==> config.mk <==
export PLATFORM = sky130hd
export DESIGN_NAME = buscador_extremos_flat
export DESIGN_NICKNAME = d
export VERILOG_FILES = /design/src/rtl/buscador_pkg.sv /design/src/rtl/buscador_extremos_if.sv /design/src/rtl/buscador_extremos_comparador.sv /design/src/rtl/buscador_extremos.sv /design/src/flat_wrapper.sv
export SDC_FILE = /design/constraint.sdc
export NUM_CORES = 1
export LEC_CHECK = 0
export ABC_CLOCK_PERIOD_IN_PS = 3200
export CAP_MARGIN = 5
export CORE_MARGIN = 2
export CORE_UTILIZATION = 35
export CTS_CLUSTER_DIAMETER = 50
export DETAILED_ROUTE_END_ITERATION = 10
export PLACE_DENSITY = 0.68
export SYNTH_ARGS = -nofsm -noshare
export SYNTH_HDL_FRONTEND = slang
export SYNTH_HIERARCHICAL = 1
export SYNTH_SLANG_ARGS = --single-unit
==> constraint.sdc <==
create_clock -name clk -period 3.2 [get_ports clk]
set_clock_uncertainty 0.05 [all_clocks]
set_input_delay 0.64 -clock clk [delete_from_list [all_inputs] [get_ports clk]]
set_output_delay 0.64 -clock clk [all_outputs]
set_load 0.02 [all_outputs]
==> src/rtl/buscador_pkg.sv <==
// Shared types and default sizes for the buscador_extremos min/max burst search block.
package buscador_pkg;

    localparam int N_DEFECTO = 4;
    localparam int L_DEFECTO = 8;

    typedef enum logic [2:0] {
        INACTIVO,
        RECIBE,
        CMP_MAX,
        CMP_MIN,
        FIN
    } estado_t;

endpackage

==> src/rtl/buscador_extremos_if.sv <==
// Burst data/result bundle for buscador_extremos.
// Optional index outputs exist only when BUSCADOR_EXTREMOS_INDICE_EN is defined.
interface buscador_extremos_if #(
    parameter int N = buscador_pkg::N_DEFECTO,
    parameter int L = buscador_pkg::L_DEFECTO
) ();
    localparam int LW = $clog2(L + 1);

    logic          start;
    logic [LW-1:0] len;
    logic [N-1:0]  dato;
    logic          dato_valido;
    logic          dato_listo;
    logic [N-1:0]  maximo;
    logic [N-1:0]  minimo;
    logic          ocupado;
    logic          listo;
    logic          vacio;
`ifdef BUSCADOR_EXTREMOS_INDICE_EN
    logic [LW-1:0] idx_max;
    logic [LW-1:0] idx_min;
`endif

    modport slave (
`ifdef BUSCADOR_EXTREMOS_INDICE_EN
        output idx_max, idx_min,
`endif
        input  start, len, dato, dato_valido,
        output dato_listo, maximo, minimo, ocupado, listo, vacio
    );

    modport master (
`ifdef BUSCADOR_EXTREMOS_INDICE_EN
        input  idx_max, idx_min,
`endif
        output start, len, dato, dato_valido,
        input  dato_listo, maximo, minimo, ocupado, listo, vacio
    );

endinterface

==> src/rtl/buscador_extremos_comparador.sv <==
// Unsigned magnitude comparator; exactly one of igual/menor/mayor is high.
module comparador #(
    parameter int N = 4
) (
    input  logic [N-1:0] a,
    input  logic [N-1:0] b,
    output logic         igual,
    output logic         menor,
    output logic         mayor
);
    assign igual = (a == b);
    assign menor = (a < b);
    assign mayor = (a > b);
endmodule

==> src/rtl/buscador_extremos.sv <==
// Running max/min over a burst of up to L unsigned words, one shared comparator.
// Define BUSCADOR_EXTREMOS_INDICE_EN to also track the burst position of each extreme.
module buscador_extremos
    import buscador_pkg::*;
#(
    parameter int N = N_DEFECTO,
    parameter int L = L_DEFECTO
) (
    input  logic                     clk,
    input  logic                     rst,
    buscador_extremos_if.slave       bus
);
    localparam int LW = $clog2(L + 1);

    estado_t       estado_q, estado_d;
    logic [LW-1:0] len_q, len_d;
    logic [LW-1:0] cnt_q, cnt_d;
    logic [N-1:0]  d_q, d_d;
    logic [N-1:0]  max_q, max_d;
    logic [N-1:0]  min_q, min_d;
`ifdef BUSCADOR_EXTREMOS_INDICE_EN
    logic [LW-1:0] idx_max_q, idx_max_d;
    logic [LW-1:0] idx_min_q, idx_min_d;
`endif

    logic [LW-1:0] len_sat;
    logic [LW-1:0] cnt_inc;
    logic [N-1:0]  cmp_b;
    logic          igual, menor, mayor;

    assign len_sat = (bus.len > LW'(L)) ? LW'(L) : bus.len;
    assign cnt_inc = cnt_q + LW'(1);
    // The comparator's b side follows whichever extreme is being tested this cycle.
    assign cmp_b   = (estado_q == CMP_MIN) ? min_q : max_q;

    comparador #(.N(N)) u_comparador (
        .a     (d_q),
        .b     (cmp_b),
        .igual (igual),
        .menor (menor),
        .mayor (mayor)
    );

    always_comb begin
        estado_d  = estado_q;
        len_d     = len_q;
        cnt_d     = cnt_q;
        d_d       = d_q;
        max_d     = max_q;
        min_d     = min_q;
`ifdef BUSCADOR_EXTREMOS_INDICE_EN
        idx_max_d = idx_max_q;
        idx_min_d = idx_min_q;
`endif
        case (estado_q)
            INACTIVO: begin
                if (bus.start) begin
                    len_d = len_sat;
                    cnt_d = '0;
                    if (len_sat == '0) begin
                        max_d    = '0;
                        min_d    = '0;
                        estado_d = FIN;
                    end else begin
                        estado_d = RECIBE;
                    end
                end
            end
            RECIBE: begin
                if (bus.dato_valido) begin
                    if (cnt_q == '0) begin
                        // First word seeds both extremes without a comparison.
                        max_d = bus.dato;
                        min_d = bus.dato;
                        cnt_d = LW'(1);
`ifdef BUSCADOR_EXTREMOS_INDICE_EN
                        idx_max_d = '0;
                        idx_min_d = '0;
`endif
                        estado_d = (len_q == LW'(1)) ? FIN : RECIBE;
                    end else begin
                        d_d      = bus.dato;
                        estado_d = CMP_MAX;
                    end
                end
            end
            CMP_MAX: begin
                if (mayor) begin
                    max_d = d_q;
`ifdef BUSCADOR_EXTREMOS_INDICE_EN
                    idx_max_d = cnt_q;
`endif
                end
                estado_d = CMP_MIN;
            end
            CMP_MIN: begin
                if (menor) begin
                    min_d = d_q;
`ifdef BUSCADOR_EXTREMOS_INDICE_EN
                    idx_min_d = cnt_q;
`endif
                end
                cnt_d    = cnt_inc;
                estado_d = (cnt_inc == len_q) ? FIN : RECIBE;
            end
            FIN:     estado_d = INACTIVO;
            default: estado_d = INACTIVO;
        endcase
    end

    always_ff @(posedge clk or posedge rst) begin
        if (rst) begin
            estado_q  <= INACTIVO;
            len_q     <= '0;
            cnt_q     <= '0;
            d_q       <= '0;
            max_q     <= '0;
            min_q     <= '0;
`ifdef BUSCADOR_EXTREMOS_INDICE_EN
            idx_max_q <= '0;
            idx_min_q <= '0;
`endif
        end else begin
            estado_q  <= estado_d;
            len_q     <= len_d;
            cnt_q     <= cnt_d;
            d_q       <= d_d;
            max_q     <= max_d;
            min_q     <= min_d;
`ifdef BUSCADOR_EXTREMOS_INDICE_EN
            idx_max_q <= idx_max_d;
            idx_min_q <= idx_min_d;
`endif
        end
    end

    assign bus.dato_listo = (estado_q == RECIBE);
    assign bus.ocupado    = (estado_q != INACTIVO);
    assign bus.listo      = (estado_q == FIN);
    assign bus.vacio      = (estado_q == FIN) && (len_q == '0);
    assign bus.maximo     = max_q;
    assign bus.minimo     = min_q;
`ifdef BUSCADOR_EXTREMOS_INDICE_EN
    assign bus.idx_max    = idx_max_q;
    assign bus.idx_min    = idx_min_q;
`endif

endmodule

==> src/flat_wrapper.sv <==
// flat-port wrapper written by rule: the top's interface ports become plain ports
module buscador_extremos_flat import buscador_pkg::*;
#(
    parameter int N = N_DEFECTO,
    parameter int L = L_DEFECTO
)
  (clk, rst, bus_start, bus_len, bus_dato, bus_dato_valido, bus_dato_listo, bus_maximo, bus_minimo, bus_ocupado, bus_listo, bus_vacio);
  buscador_extremos_if #(.N(N), .L(L)) bus_i ();
  input  logic clk;
  input  logic rst;
  input wire logic [$bits(bus_i.start)-1:0] bus_start;
  input wire logic [$bits(bus_i.len)-1:0] bus_len;
  input wire logic [$bits(bus_i.dato)-1:0] bus_dato;
  input wire logic [$bits(bus_i.dato_valido)-1:0] bus_dato_valido;
  output wire logic [$bits(bus_i.dato_listo)-1:0] bus_dato_listo;
  output wire logic [$bits(bus_i.maximo)-1:0] bus_maximo;
  output wire logic [$bits(bus_i.minimo)-1:0] bus_minimo;
  output wire logic [$bits(bus_i.ocupado)-1:0] bus_ocupado;
  output wire logic [$bits(bus_i.listo)-1:0] bus_listo;
  output wire logic [$bits(bus_i.vacio)-1:0] bus_vacio;
  assign bus_i.start = bus_start;
  assign bus_i.len = bus_len;
  assign bus_i.dato = bus_dato;
  assign bus_i.dato_valido = bus_dato_valido;
  assign bus_dato_listo = bus_i.dato_listo;
  assign bus_maximo = bus_i.maximo;
  assign bus_minimo = bus_i.minimo;
  assign bus_ocupado = bus_i.ocupado;
  assign bus_listo = bus_i.listo;
  assign bus_vacio = bus_i.vacio;
  buscador_extremos #(.N(N), .L(L)) u_core (.clk(clk), .rst(rst), .bus(bus_i));
endmodule
==> reports/metrics.sh <==
SYNTH_FP_NETS=170
FP.COREAREA_UM2=4058
ROWS=23
GRT_MAX_DEGREE=24
COMBINATIONAL_FAMILY_WITH_THE_MOST_AREA_AFTER_SYNTHESIS='simple AND/OR/NAND/NOR gates'
TRITONCTS_NUM_SINKS=23
POWER_PER_CELL_AREA_nW_PER_UM2=1028
IR_DROP_mV=0.4301
YS_SEQ_ELEMENTS=23
FINAL_SLEW_VIOLATIONS=0
HOLD_PATH_STARTPOINT='u_core/bus.minimo[1]'
CTS_HTREE_LEVELS=1
REPORT.FINAL.HOLD_VIOL_COUNT=0
NETS=196
SYNTHFLOPTYPE='sky130_fd_sc_hd__dfrtp_1'
FINALSETUPTNS_NS=0
CTS_TREE='built'
WORSTREG2REGSTART='u_core/estado_q[1]'
DIEAREA_UM2=4841
DIE_W_UM=69.58
CLOCK_POWER_SHARE=0.097
FILLER_CELL_COUNT=377
AVGROUTEDWIREPERCELL_UM=14.85
CLOCK_TREE.BUFFER_DEPTH=2
SYNTHESIS.YOSYS.WARNINGS=6
SEQ_POWER_SHARE=0.286
TIMING.CRITICAL_PATH.TO='u_core/bus.maximo[0]'
SYNTHADDERAREAFRAC=0.04988
FLOORPLAN.INITIALDENSITY=0.3710
PATH_TYPE_OF_THE_WORST_MIN_DELAY_PATH='reg2reg'
NETSWITCHINGFRACTION=0.4240
CELL_AREA_AFTER_TECHNOLOGY_MAPPING_UM2=1505
BUFFER_PORTS.INSERTED=23
CELL_INTERNAL_PWR_W=0.001093
POST_CTS_RESIZED=0
HPWLAFTERDP_UM=2583
STATUS='finished, final reports clean'
NUMCTSBUFFERS=3
CTS_ROOT_BUFFER_TYPE='sky130_fd_sc_hd__clkbuf_8'
SETUP.WORST_PATH.END_CLASS='flip-flop'
ROUTE.DETAILED.VIAS_PER_INST=5.291
SETUP_VIOL=0
SYNTHSIMPLEGATEAREAFRAC=0.1987
FIRST_PASS_GRT_WIRE_LENGTH_UM=5906
SYNTH_XOR_AREA_FRAC=0.03907
AREA_GROWTH_SYN_TO_LAYOUT_PCT=22.61
SYNTH_CELL_TYPES=40
CRITICAL_PATH.STARTPOINT='u_core/estado_q[1]'
LAYOUT-DRIVE-GT1-SHARE=0.1412
DIODES=0
SYNTH_COMPOUND_AREA_FRAC=0.1563
R2R.WORST_PATH.CELLS=14
SYNTHCELLS=152
CRITICALPATHCATEGORY='reg2reg'
WORST-ENDPOINT-REQUIRED_NS=3.30
FIN_CRIT_NS=2.827
POWER_SWITCHING_W=0.0008040
RSZ_0062_RAISED_AFTER_GLOBAL_ROUTING='no'
HOLD_PATH_DEPTH=1
ROUTE.VIAS.TOTAL=1201
YOSYS-MUX-AREA-FRACTION=0.1222
DETAIL_ROUTE.ITER0.VIOLATIONS=88
CTS-HOLD-FIX-BUFFERS=0
CLK_TRANSITION_REPORTED_PATHS_NS=0.09
FIRST_GLOBAL_VIAS=1225
SYNTH_ENABLE_FLOP_CELLS=0
GLOBALROUTEOVERFLOWTOTAL=0
IO-PIN-COUNT=24
SYNTH_ASYNC_SR_FLOP_SHARE=1.000
WORST_SETUP_PATH_START_KIND='flip-flop'
MAX_SLEW_MARGIN=0.3829
ARRIVAL_NS=2.93
LEAKAGEPOWER_nW=0.8131
FIN_CRIT_SH=0.8835
MAX_CLOCK_FREQ_GHz=0.3537
R2R_END='u_core/bus.maximo[0]'
GRT_UTIL_ALL_LAYERS=0.1498
ANT_NETS=0
POST-LAYOUT-TOTAL-POWER_W=0.001897
DRTPASS1ITERATIONS=4
PRE_CTS_SLACK_NS=0.3130
MAXCAPVIOLCOUNT=0
CHIPHEIGHT_UM=69.58
TIMING.FINAL.WS_SETUP_NS=0.3727
COMBINATIONAL_GROUP_SHARE_OF_TOTAL_POWER=0.617
POST_CTS.REPAIR.SETUP_BUFFERS=0
POSTSYNTHAREAPERCELL_UM2=9.903
ROUTABILITYCONGESTION=0.8526
YOSYSSEQAREASHARE=0.3824
CLK_LATENCY_NS=0.26
FF2FF_SETUP_SLACK_NS=0.37
DETAIL_ROUTE.WIRELENGTH_UM=3370
NUMBER_OF_DESIGN_RULE_VIOLATIONS_LEFT_AFTER_DETAIL_ROUTING=0
ANTENNA_VIOLATIONS_BEFORE_REPAIR=0
TIMING_WORST_SLEW_PIN_VALUE_NS=0.9247
WORSTPATHMAXFANOUT=10
layout make-up:
| class | instances | area (µm²) | area share |
|---|---|---|---|
| Multi-Input combinational cell | 110 | 852.1 | 0.4617 |
| Sequential cell | 23 | 576.8 | 0.3125 |
| Timing Repair Buffer | 27 | 260.3 | 0.1410 |
| Tap cell | 50 | 62.56 | 0.03390 |
| Inverter | 13 | 48.80 | 0.02644 |
| Clock buffer | 4 | 45.04 | 0.02441 |
critical path, cell delays in order (launching register included):
cell                       delay [ns]
sky130_fd_sc_hd__dfrtp_2         0.46
sky130_fd_sc_hd__inv_1           0.15
sky130_fd_sc_hd__nor2_1          0.23
sky130_fd_sc_hd__buf_4           0.22
sky130_fd_sc_hd__nand2_1         0.06
sky130_fd_sc_hd__nand2_1         0.06
sky130_fd_sc_hd__inv_1           0.04
sky130_fd_sc_hd__ha_1            0.29
sky130_fd_sc_hd__nand2_1         0.08
sky130_fd_sc_hd__o21bai_4        0.18
sky130_fd_sc_hd__a21oi_2         0.11
sky130_fd_sc_hd__nor2_1          0.04
sky130_fd_sc_hd__o21ai_0         0.19
sky130_fd_sc_hd__nand3_2         0.21
sky130_fd_sc_hd__mux2_1          0.36
per-layer routing:
layer,up-vias,routed length (µm),track usage
met2,30,1645,0.2393
met4,0,27,0.06754
li1,581,-,-
met1,588,1557,0.2044
met5,-,0,0
met3,2,139,0.01599
Yosys cell counts (2+ instances only):
cell / instances / area share
sky130_fd_sc_hd__nand2b_1: 3 / 0.012
sky130_fd_sc_hd__mux2_2: 6 / 0.045
sky130_fd_sc_hd__a22o_1: 8 / 0.047
sky130_fd_sc_hd__nand2_1: 20 / 0.050
sky130_fd_sc_hd__nor3_1: 4 / 0.013
sky130_fd_sc_hd__dfrtp_1: 23 / 0.38
sky130_fd_sc_hd__xnor2_1: 3 / 0.017
sky130_fd_sc_hd__nand3_2: 2 / 0.013
sky130_fd_sc_hd__clkbuf_1: 3 / 0.0075
sky130_fd_sc_hd__and2_1: 3 / 0.012
sky130_fd_sc_hd__mux2_1: 7 / 0.052
sky130_fd_sc_hd__buf_2: 2 / 0.0067
sky130_fd_sc_hd__ha_1: 6 / 0.050
sky130_fd_sc_hd__nand3_1: 2 / 0.0067
sky130_fd_sc_hd__nand3b_1: 4 / 0.020
sky130_fd_sc_hd__a31oi_1: 2 / 0.0083
sky130_fd_sc_hd__o21ai_0: 6 / 0.020
sky130_fd_sc_hd__inv_1: 13 / 0.032
sky130_fd_sc_hd__nor2_1: 8 / 0.020
sky130_fd_sc_hd__a21oi_1: 6 / 0.020
sky130_fd_sc_hd__o21a_1: 2 / 0.010
kinds of logic after synthesis:
kind of cell / count (synthesis)
adders and majority gates: 6
AOI/OAI and AO/OA: 30
muxes: 15
DFF: 23
buffers and inverters: 19
and+or+nand+nor: 54
xor gates and xnor gates: 5
sequential cells by signal, indices dropped and copies added (netlist names):
| signal | cells |
|---|---|
| u_core/bus.maximo | 4 |
| u_core/bus.minimo | 4 |
| u_core/cnt_q | 4 |
| u_core/d_q | 4 |
| u_core/len_q | 4 |
| u_core/estado_q | 3 |
worst min path at each step:
stage / endpoint / slack (ns)
3_3_place_gp: u_core/bus.maximo[0] / 0.45
2_1_floorplan: u_core/cnt_q[3] / 0.44
3_5_place_dp: u_core/bus.maximo[2] / 0.47
6_report: u_core/bus.minimo[1] / 0.48
5_1_grt: u_core/bus.maximo[3] / 0.51
4_1_cts: u_core/bus.minimo[1] / 0.49
metrics by stage:
stage,cells,instance area [µm²],hold WS (ns),utilization
after floorplan,152,1505,0.4420,-
after global placement,223,1799,0.4507,0.4434
after detailed placement,223,1799,0.4667,0.4434
after CTS,227,1844,0.4870,0.4545
after global routing,227,1846,0.5085,0.4548
final,227,1846,0.4836,0.4548
cell usage in the layout, fill, tap and decap left out, types with 2 or more instances in the layout:
cell,count
sky130_fd_sc_hd__a22o_1,8
sky130_fd_sc_hd__inv_1,13
sky130_fd_sc_hd__a31oi_1,2
sky130_fd_sc_hd__clkbuf_8,3
sky130_fd_sc_hd__ha_1,6
sky130_fd_sc_hd__nor3_1,4
sky130_fd_sc_hd__nand3_1,2
sky130_fd_sc_hd__nand2b_1,3
sky130_fd_sc_hd__mux2_1,7
sky130_fd_sc_hd__xnor2_1,3
sky130_fd_sc_hd__mux2_2,6
sky130_fd_sc_hd__nand3b_1,4
sky130_fd_sc_hd__a21oi_1,6
sky130_fd_sc_hd__and2_1,3
sky130_fd_sc_hd__dfrtp_1,22
sky130_fd_sc_hd__o21a_1,2
sky130_fd_sc_hd__nor2_1,8
sky130_fd_sc_hd__nand3_2,2
sky130_fd_sc_hd__buf_4,4
sky130_fd_sc_hd__clkdlybuf4s50_1,23
sky130_fd_sc_hd__nand2_1,20
sky130_fd_sc_hd__o21ai_0,6
power groups by stage:
stage                     registers (W)  logic, W  clock network, W
after floorplan                0.000555  0.000834                 0
after global placement         0.000541   0.00113                 0
after detailed placement       0.000545   0.00117                 0
after CTS                      0.000541   0.00117          0.000186
after global routing           0.000566   0.00129          0.000199
final                          0.000543   0.00117          0.000183
No activity file was read; power rests on OpenSTA's default activity.
